## src/rtl/im_loader_pkg.sv

```systemverilog
// Shared framing constants and FSM encoding for the instruction-memory loader,
// used by the RTL, the host-side packer and the bench alike.
package im_loader_pkg;

   typedef enum logic [2:0] {
      S_LENH = 3'd0,
      S_LENL = 3'd1,
      S_DATA = 3'd2,
      S_CSUM = 3'd3,
      S_DONE = 3'd4,
      S_ERR  = 3'd5
   } state_t;

   localparam int HDR_BYTES      = 2;
   localparam int CSUM_W         = 8;
   localparam int BYTES_PER_WORD = 4;

   function automatic logic [CSUM_W-1:0] csum_fold(input logic [CSUM_W-1:0] acc,
                                                   input logic [7:0]        b);
      return acc ^ b;
   endfunction

endpackage

```

## src/rtl/im_loader_if.sv

```systemverilog
// Byte-stream valid/ready port feeding the instruction-memory loader.
interface im_loader_if;
   logic [7:0] s_data;
   logic       s_valid;
   logic       s_ready;

   modport master (output s_data, output s_valid, input  s_ready);
   modport slave  (input  s_data, input  s_valid, output s_ready);
endinterface

```

## src/rtl/im_word_packer.sv

```systemverilog
// Shifts accepted bytes MSB-first into a 32-bit word and flags the byte that
// completes each word.
module im_word_packer (
   input  logic        clk,
   input  logic        reset,
   input  logic        clear,
   input  logic        shift_en,
   input  logic [7:0]  byte_in,
   output logic [31:0] word_next,
   output logic        word_done
);
   logic [1:0]  byte_cnt;
   logic [23:0] asm_r;

   always_ff @(posedge clk or posedge reset) begin
      if (reset)         byte_cnt <= 2'd0;
      else if (clear)    byte_cnt <= 2'd0;
      else if (shift_en) byte_cnt <= byte_cnt + 2'd1;
   end

   // Only the three leading bytes are stored; the fourth completes the word in flight.
   always_ff @(posedge clk) begin
      if (shift_en) asm_r <= {asm_r[15:0], byte_in};
   end

   assign word_next = {asm_r, byte_in};
   assign word_done = shift_en && (byte_cnt == 2'd3);
endmodule

```

## src/rtl/im_loader.sv

```systemverilog
// Framed byte-stream loader for the instruction memory; holds the CPU until a
// checksum-verified image has been written.
module im_loader
   import im_loader_pkg::*;
#(
   parameter int NMEM = 20,
   parameter int AW   = 5
) (
   input  logic          clk,
   input  logic          reset,
   im_loader_if.slave    s,
   input  logic          restart,
   output logic          im_we,
   output logic [AW-1:0] im_addr,
   output logic [31:0]   im_wdata,
   output logic          cpu_hold,
   output logic          done,
   output logic          err,
   output logic [AW:0]   words_loaded
);
   localparam logic [15:0] NMEM_W = 16'(NMEM);

   state_t            state, state_n;
   logic              accept, rearm, last_word, word_done;
   logic [15:0]       len, len_full;
   logic [AW:0]       word_cnt;
   logic [CSUM_W-1:0] csum;
   logic [31:0]       word_next;

   assign s.s_ready    = state inside {S_LENH, S_LENL, S_DATA, S_CSUM};
   assign accept       = s.s_valid && s.s_ready;
   assign rearm        = restart && (state == S_DONE || state == S_ERR);
   assign len_full     = {len[15:8], s.s_data};
   assign last_word    = (16'(word_cnt) + 16'd1) == len;
   assign words_loaded = word_cnt;

   im_word_packer u_packer (
      .clk       (clk),
      .reset     (reset),
      .clear     (rearm),
      .shift_en  (accept && state == S_DATA),
      .byte_in   (s.s_data),
      .word_next (word_next),
      .word_done (word_done)
   );

   always_ff @(posedge clk or posedge reset) begin
      if (reset) state <= S_LENH;
      else       state <= state_n;
   end

   always_comb begin
      state_n = state;
      case (state)
         S_LENH: if (accept) state_n = S_LENL;
         S_LENL: if (accept)
                    state_n = (len_full == 16'd0 || len_full > NMEM_W) ? S_ERR : S_DATA;
         S_DATA: if (word_done && last_word) state_n = S_CSUM;
         S_CSUM: if (accept) state_n = (s.s_data == csum) ? S_DONE : S_ERR;
         S_DONE, S_ERR: if (restart) state_n = S_LENH;
         default: state_n = S_LENH;
      endcase
   end

   // Status flags follow the next state so they change together with it.
   always_ff @(posedge clk or posedge reset) begin
      if (reset) begin
         len      <= '0;
         word_cnt <= '0;
         csum     <= '0;
         im_we    <= 1'b0;
         im_addr  <= '0;
         im_wdata <= '0;
         cpu_hold <= 1'b1;
         done     <= 1'b0;
         err      <= 1'b0;
      end else begin
         im_we    <= word_done;
         done     <= (state_n == S_DONE);
         err      <= (state_n == S_ERR);
         cpu_hold <= (state_n != S_DONE);
         if (rearm) begin
            len      <= '0;
            word_cnt <= '0;
            csum     <= '0;
         end
         if (accept && state == S_LENH) len[15:8] <= s.s_data;
         if (accept && state == S_LENL) len[7:0]  <= s.s_data;
         if (accept && state == S_DATA) csum      <= csum_fold(csum, s.s_data);
         if (word_done) begin
            im_addr  <= word_cnt[AW-1:0];
            im_wdata <= word_next;
            word_cnt <= word_cnt + (AW+1)'(1);
         end
      end
   end
endmodule

```

## src/flat_wrapper.sv

```systemverilog
// flat-port wrapper written by rule: the top's interface ports become plain ports
module im_loader_flat import im_loader_pkg::*;
#(
   parameter int NMEM = 20,
   parameter int AW   = 5
)
  (clk, reset, restart, im_we, im_addr, im_wdata, cpu_hold, done, err, words_loaded, s_s_data, s_s_valid, s_s_ready);
  im_loader_if s_i ();
  input  logic clk;
  input  logic reset;
  input  logic restart;
  output logic im_we;
  output logic [AW-1:0] im_addr;
  output logic [31:0] im_wdata;
  output logic cpu_hold;
  output logic done;
  output logic err;
  output logic [AW:0] words_loaded;
  input wire logic [$bits(s_i.s_data)-1:0] s_s_data;
  input wire logic [$bits(s_i.s_valid)-1:0] s_s_valid;
  output wire logic [$bits(s_i.s_ready)-1:0] s_s_ready;
  assign s_i.s_data = s_s_data;
  assign s_i.s_valid = s_s_valid;
  assign s_s_ready = s_i.s_ready;
  im_loader #(.NMEM(NMEM), .AW(AW)) u_core (.clk(clk), .reset(reset), .s(s_i), .restart(restart), .im_we(im_we), .im_addr(im_addr), .im_wdata(im_wdata), .cpu_hold(cpu_hold), .done(done), .err(err), .words_loaded(words_loaded));
endmodule
```

## config.mk

```make
export PLATFORM = sky130hd
export DESIGN_NAME = im_loader_flat
export DESIGN_NICKNAME = d
export VERILOG_FILES = /design/src/rtl/im_loader_pkg.sv /design/src/rtl/im_loader_if.sv /design/src/rtl/im_word_packer.sv /design/src/rtl/im_loader.sv /design/src/flat_wrapper.sv
export SDC_FILE = /design/constraint.sdc
export NUM_CORES = 1
export LEC_CHECK = 0
export CORE_ASPECT_RATIO = 1.5
export CORE_MARGIN = 5
export CORE_UTILIZATION = 50
export CTS_CLUSTER_SIZE = 28
export DETAILED_ROUTE_END_ITERATION = 16
export GPL_TIMING_DRIVEN = 0
export PLACE_DENSITY = 0.76
export SLEW_MARGIN = 20
export SYNTH_ARGS = -nofsm -noshare
export SYNTH_HDL_FRONTEND = slang
export SYNTH_SLANG_ARGS = --single-unit
```

## constraint.sdc

```tcl
create_clock -name clk -period 7.75 [get_ports clk]
set_input_delay 1.9375 -clock clk [delete_from_list [all_inputs] [get_ports clk]]
set_output_delay 1.9375 -clock clk [all_outputs]
set_load 0.03 [all_outputs]
```

==> results.txt <==
The logic gate share of total power came out at 0.173. During synthesis, Yosys emitted a total of 0 warnings. The number of sinks driven by the clock tree is 100.

For this run, asynchronously set or reset flops after synthesis account for 0.760. For this block, the routed nets add up to 8320 um of wire. The detailed router placed 2791 vias in this run.

The average routed wire per standard cell is 16.1 um. The routed via count divided by cell count is 5.41. The path with the worst hold slack has its endpoint at u_core.u_packer.asm_r[20]$_DFFE_PN_. The number of instances in the placed design is 500. Post-CTS timing repair inserted 0 buffers for setup. The vertical die dimension came out at 121 um. The worst hold-check path type is reg2reg. The cell-internal power came out at 931 uW.

The initial utilization of the core area, before any placement, comes to 0.513. Entering global routing, the biggest net connects 40 pins. The slack of the worst reg-to-reg path is 5.59 ns. The cell depth of the worst hold path came out at 0.

Across the routed clock network, the largest skew measured is 0.00717 ns. The number of global-route vias before repair is 2830. The proportion of power drawn by flip-flops and latches is 0.487. The initial antenna violation count came out at 0. The floorplan die width is 84.3 um. Along the worst path, the maximum fanout reaches 8.

The final setup violation count is 0. After the flow finishes, the layout carries non-filler instances totaling 516. The H-tree was split into 3 levels.

The all-layer global routing usage is 0.175. The most frequently used flop master after synthesis is sky130_fd_sc_hd__dfrtp_1. The total of buffers placed on input and output ports came out at 59. STA classifies the critical path startpoint as an input pin. Counting along the longest clock path gives a buffer depth of 2. The number of violations of the max-capacitance limit is 0.

The register bit total from synthesis is 100. The transition time at the pin with the least slew margin is 0.490 ns. Relative to the synthesized area, the layout overhead comes to 25.8%. The sequential share of the synthesized area came out at 0.634. The average size of a mapped cell came out at 12.4 sq um. For the final routed database, the setup TNS stands at 0 ns. The proportion of netlist area held by the largest area contributor is 0.454.

Of the cells placed in the final design, the portion with a size suffix greater than 1 is 0.180. The remaining antenna violation count came out at 0. The worst IR drop on VDD is 0.000133 V.

The last weighted congestion value of the routability-driven placer came out at 0.831. The cell count after synthesis is 334. The path depth of the worst reg2reg path is 6. In this run the cell area of the synthesized design comes to 4140 sq um. In this run the static leakage power is 2.24 nW. Clock latency on the worst-skew pair, taken at its later pin, is 0.34 ns. Power spread over the standard cell area amounts to 248 nW/um^2. The register clock-pin slew on the reported worst setup and hold paths is 0.07 ns.

The required time reported for the critical path endpoint is 7.99 ns. The number of resized instances in the post-cts repair step is 0. The site row count came out at 40.

Setup repair after global routing left no endpoint under its margin. The worst slew margin relative to its limit came out at 0.674. The total congestion overflow is 0. The post-route DRC violation count is 0. The net count after synthesis came out at 348. The category of the critical setup timing path is in2reg.

The startpoint of the worst hold path is u_core.u_packer.asm_r[12]$_DFFE_PN_. The capture point of the worst reg-to-reg path is u_core.done$_DFF_PP0_. The number of nets in the final layout came out at 420. Of the available clock period, the critical path in the final layout requires 0.472.

Sorting the synthesized cells by area gives the leading types as sky130_fd_sc_hd__dfrtp_1 (45%), sky130_fd_sc_hd__edfxtp_1 (17%), sky130_fd_sc_hd__mux2_2 (10%). The hold violation count in the final report came out at 0. The TritonCTS buffer count is 9. The initial detailed-routing violation count is 232. The die covers 10200 sq um.

The synthesized design contains 24 enable-type register cells. The count of pins over their slew limit came out at 0. The post-layout utilization of the core is 0.646. The post-detailed-placement half-perimeter wirelength is 5910 um.

Pin placement for this block handled 60 I/O pins. The startpoint identified for the worst register-to-register timing path is u_core.words_loaded[0]$_DFFE_PP0P_. TritonCTS built the clock tree. The area inside the core boundary is 8060 sq um. The cell accounting for the most synthesized area is sky130_fd_sc_hd__dfrtp_1. For this run, the top clock speed supported by timing is 0.273 GHz.

The smallest clock period supported by the final layout is computed as 3.66 ns. The run finished with clean final reports. The first-pass GRT wire length came out at 13900 um. The worst path arrival time is 3.90 ns. The clock tree root driver cell is sky130_fd_sc_hd__clkbuf_16. The worst setup path is captured at a flip-flop. For this run, the detailed router's first-pass iteration total came to 5. The repair_antennas step left the layout with diodes totalling 0. The number of hold-repair buffers added at the cts stage came out at 0. Of the total power, the share spent switching nets is 0.279. The number of distinct library cell variants in the gate-level netlist after synthesis came out at 47. The clock network fraction of design power is 0.340. The switching component of the power came out at 361 uW.
cells by family (layout without fill, tap and decap cells):
| kind of cell | Yosys count | in the layout | share of synthesized area |
|---|---|---|---|
| adders and majority gates | 2 | 2 | 0.00605 |
| xor gates and xnor gates | 16 | 16 | 0.0339 |
| DFF | 100 | 100 | 0.634 |
| buffers and inverters | 24 | 101 | 0.0302 |
| muxes | 37 | 37 | 0.101 |
| and+or+nand+nor | 97 | 97 | 0.109 |
| AOI/OAI and AO/OA | 58 | 58 | 0.0862 |
power by group through the flow:
stage | sequential (mW) | clock [mW] | combinational [mW]
3_5_place_dp | 0.637 | 0 | 0.220
3_3_place_gp | 0.635 | 0 | 0.209
6_report | 0.629 | 0.439 | 0.224
2_1_floorplan | 0.640 | 0 | 0.146
4_1_cts | 0.628 | 0.449 | 0.223
5_1_grt | 0.633 | 0.476 | 0.248
through the flow:
stage	setup WS, ns	area (sq um)	power, mW	hold slack [ns]
6_report	4.09	5200	1.29	0.444
5_1_grt	3.97	5200	1.36	0.457
3_3_place_gp	2.61	4860	0.845	0.424
2_1_floorplan	3.88	4140	0.786	0.420
3_5_place_dp	3.75	4910	0.858	0.430
4_1_cts	4.10	5200	1.30	0.446
final cells by class:
type	instances	area, sq um
clock buffer	11	233
inverter	5	21.3
timing repair buffer	61	638
buffer	19	108
sequential	100	2620
multi-input combinational	210	1390
clock inverter	5	60.1
fill	613	2860
tap	105	131
layout by cell type (no fill, tap or decap), types with 2 or more instances in the layout:
master,n
sky130_fd_sc_hd__nand4_1,2
sky130_fd_sc_hd__ha_1,2
sky130_fd_sc_hd__buf_2,8
sky130_fd_sc_hd__clkdlybuf4s50_1,59
sky130_fd_sc_hd__nand3_1,7
sky130_fd_sc_hd__xnor2_1,12
sky130_fd_sc_hd__nor4_1,6
sky130_fd_sc_hd__o21ai_0,40
sky130_fd_sc_hd__dfrtp_1,75
sky130_fd_sc_hd__buf_6,2
sky130_fd_sc_hd__clkbuf_16,9
sky130_fd_sc_hd__o31ai_1,2
sky130_fd_sc_hd__nor3_1,3
sky130_fd_sc_hd__inv_1,3
sky130_fd_sc_hd__nand2_1,60
sky130_fd_sc_hd__inv_6,2
sky130_fd_sc_hd__mux2_2,37
sky130_fd_sc_hd__a21oi_1,3
sky130_fd_sc_hd__or3_1,2
sky130_fd_sc_hd__and2_1,2
sky130_fd_sc_hd__edfxtp_1,24
sky130_fd_sc_hd__nor2_1,4
sky130_fd_sc_hd__and3_1,2
sky130_fd_sc_hd__xor2_1,4
sky130_fd_sc_hd__clkbuf_1,9
cell usage after synthesis, types with 2 or more instances:
| cell type | number |
|---|---|
| sky130_fd_sc_hd__nor4_1 | 6 |
| sky130_fd_sc_hd__mux2_2 | 37 |
| sky130_fd_sc_hd__clkbuf_1 | 8 |
| sky130_fd_sc_hd__nor2_1 | 4 |
| sky130_fd_sc_hd__nand2_1 | 60 |
| sky130_fd_sc_hd__buf_2 | 8 |
| sky130_fd_sc_hd__nor3_1 | 3 |
| sky130_fd_sc_hd__buf_6 | 2 |
| sky130_fd_sc_hd__nand4_1 | 2 |
| sky130_fd_sc_hd__o21ai_0 | 40 |
| sky130_fd_sc_hd__o31ai_1 | 2 |
| sky130_fd_sc_hd__and2_1 | 2 |
| sky130_fd_sc_hd__inv_1 | 4 |
| sky130_fd_sc_hd__xnor2_1 | 12 |
| sky130_fd_sc_hd__xor2_1 | 4 |
| sky130_fd_sc_hd__and3_1 | 2 |
| sky130_fd_sc_hd__nand3_1 | 7 |
| sky130_fd_sc_hd__or3_1 | 2 |
| sky130_fd_sc_hd__a21oi_1 | 3 |
| sky130_fd_sc_hd__dfrtp_1 | 75 |
| sky130_fd_sc_hd__ha_1 | 2 |
| sky130_fd_sc_hd__edfxtp_1 | 24 |
critical path, cell delays in order:
cell                              delay (ns)
sky130_fd_sc_hd__clkdlybuf4s50_1        0.46
sky130_fd_sc_hd__buf_2                  0.20
sky130_fd_sc_hd__or4_4                  0.52
sky130_fd_sc_hd__o211ai_2               0.17
sky130_fd_sc_hd__a211oi_2               0.09
sky130_fd_sc_hd__a211o_1                0.36
sky130_fd_sc_hd__and3_1                 0.16
layer usage:
layer,share of wire,track usage,vias to the layer above
li1,-,-,1312
met1,0.43,0.207,1386
met2,0.51,0.293,80
met3,0.046,0.0537,13
met4,0.019,0.0785,0
met5,0,0,-
worst max-delay path by stage:
stage,from,end,slack [ns],cells after the start
6_report,s_s_data[1],u_core.done$_DFF_PP0_,4.09,7
4_1_cts,s_s_data[2],u_core.done$_DFF_PP0_,4.10,7
3_3_place_gp,reset,u_core.csum[6]$_DFFE_PP0P_,2.61,2
3_5_place_dp,s_s_data[2],u_core.done$_DFF_PP0_,3.75,7
5_1_grt,s_s_valid,u_core.len[8]$_DFFE_PP0P_,3.97,5
2_1_floorplan,reset,u_core.csum[0]$_DFFE_PP0P_,3.88,1
sequential cells by signal, summed over array words and instances, names as in the netlist, 2 cells and up:
name and flops:
u_core.u_packer.asm_r 24, u_core.im_wdata 32, u_core.u_packer.byte_cnt 2, u_core.words_loaded 6, u_core.len 16, u_core.csum 8, u_core.im_addr 5, u_core.state 3
(Power assumes the default switching activity.)
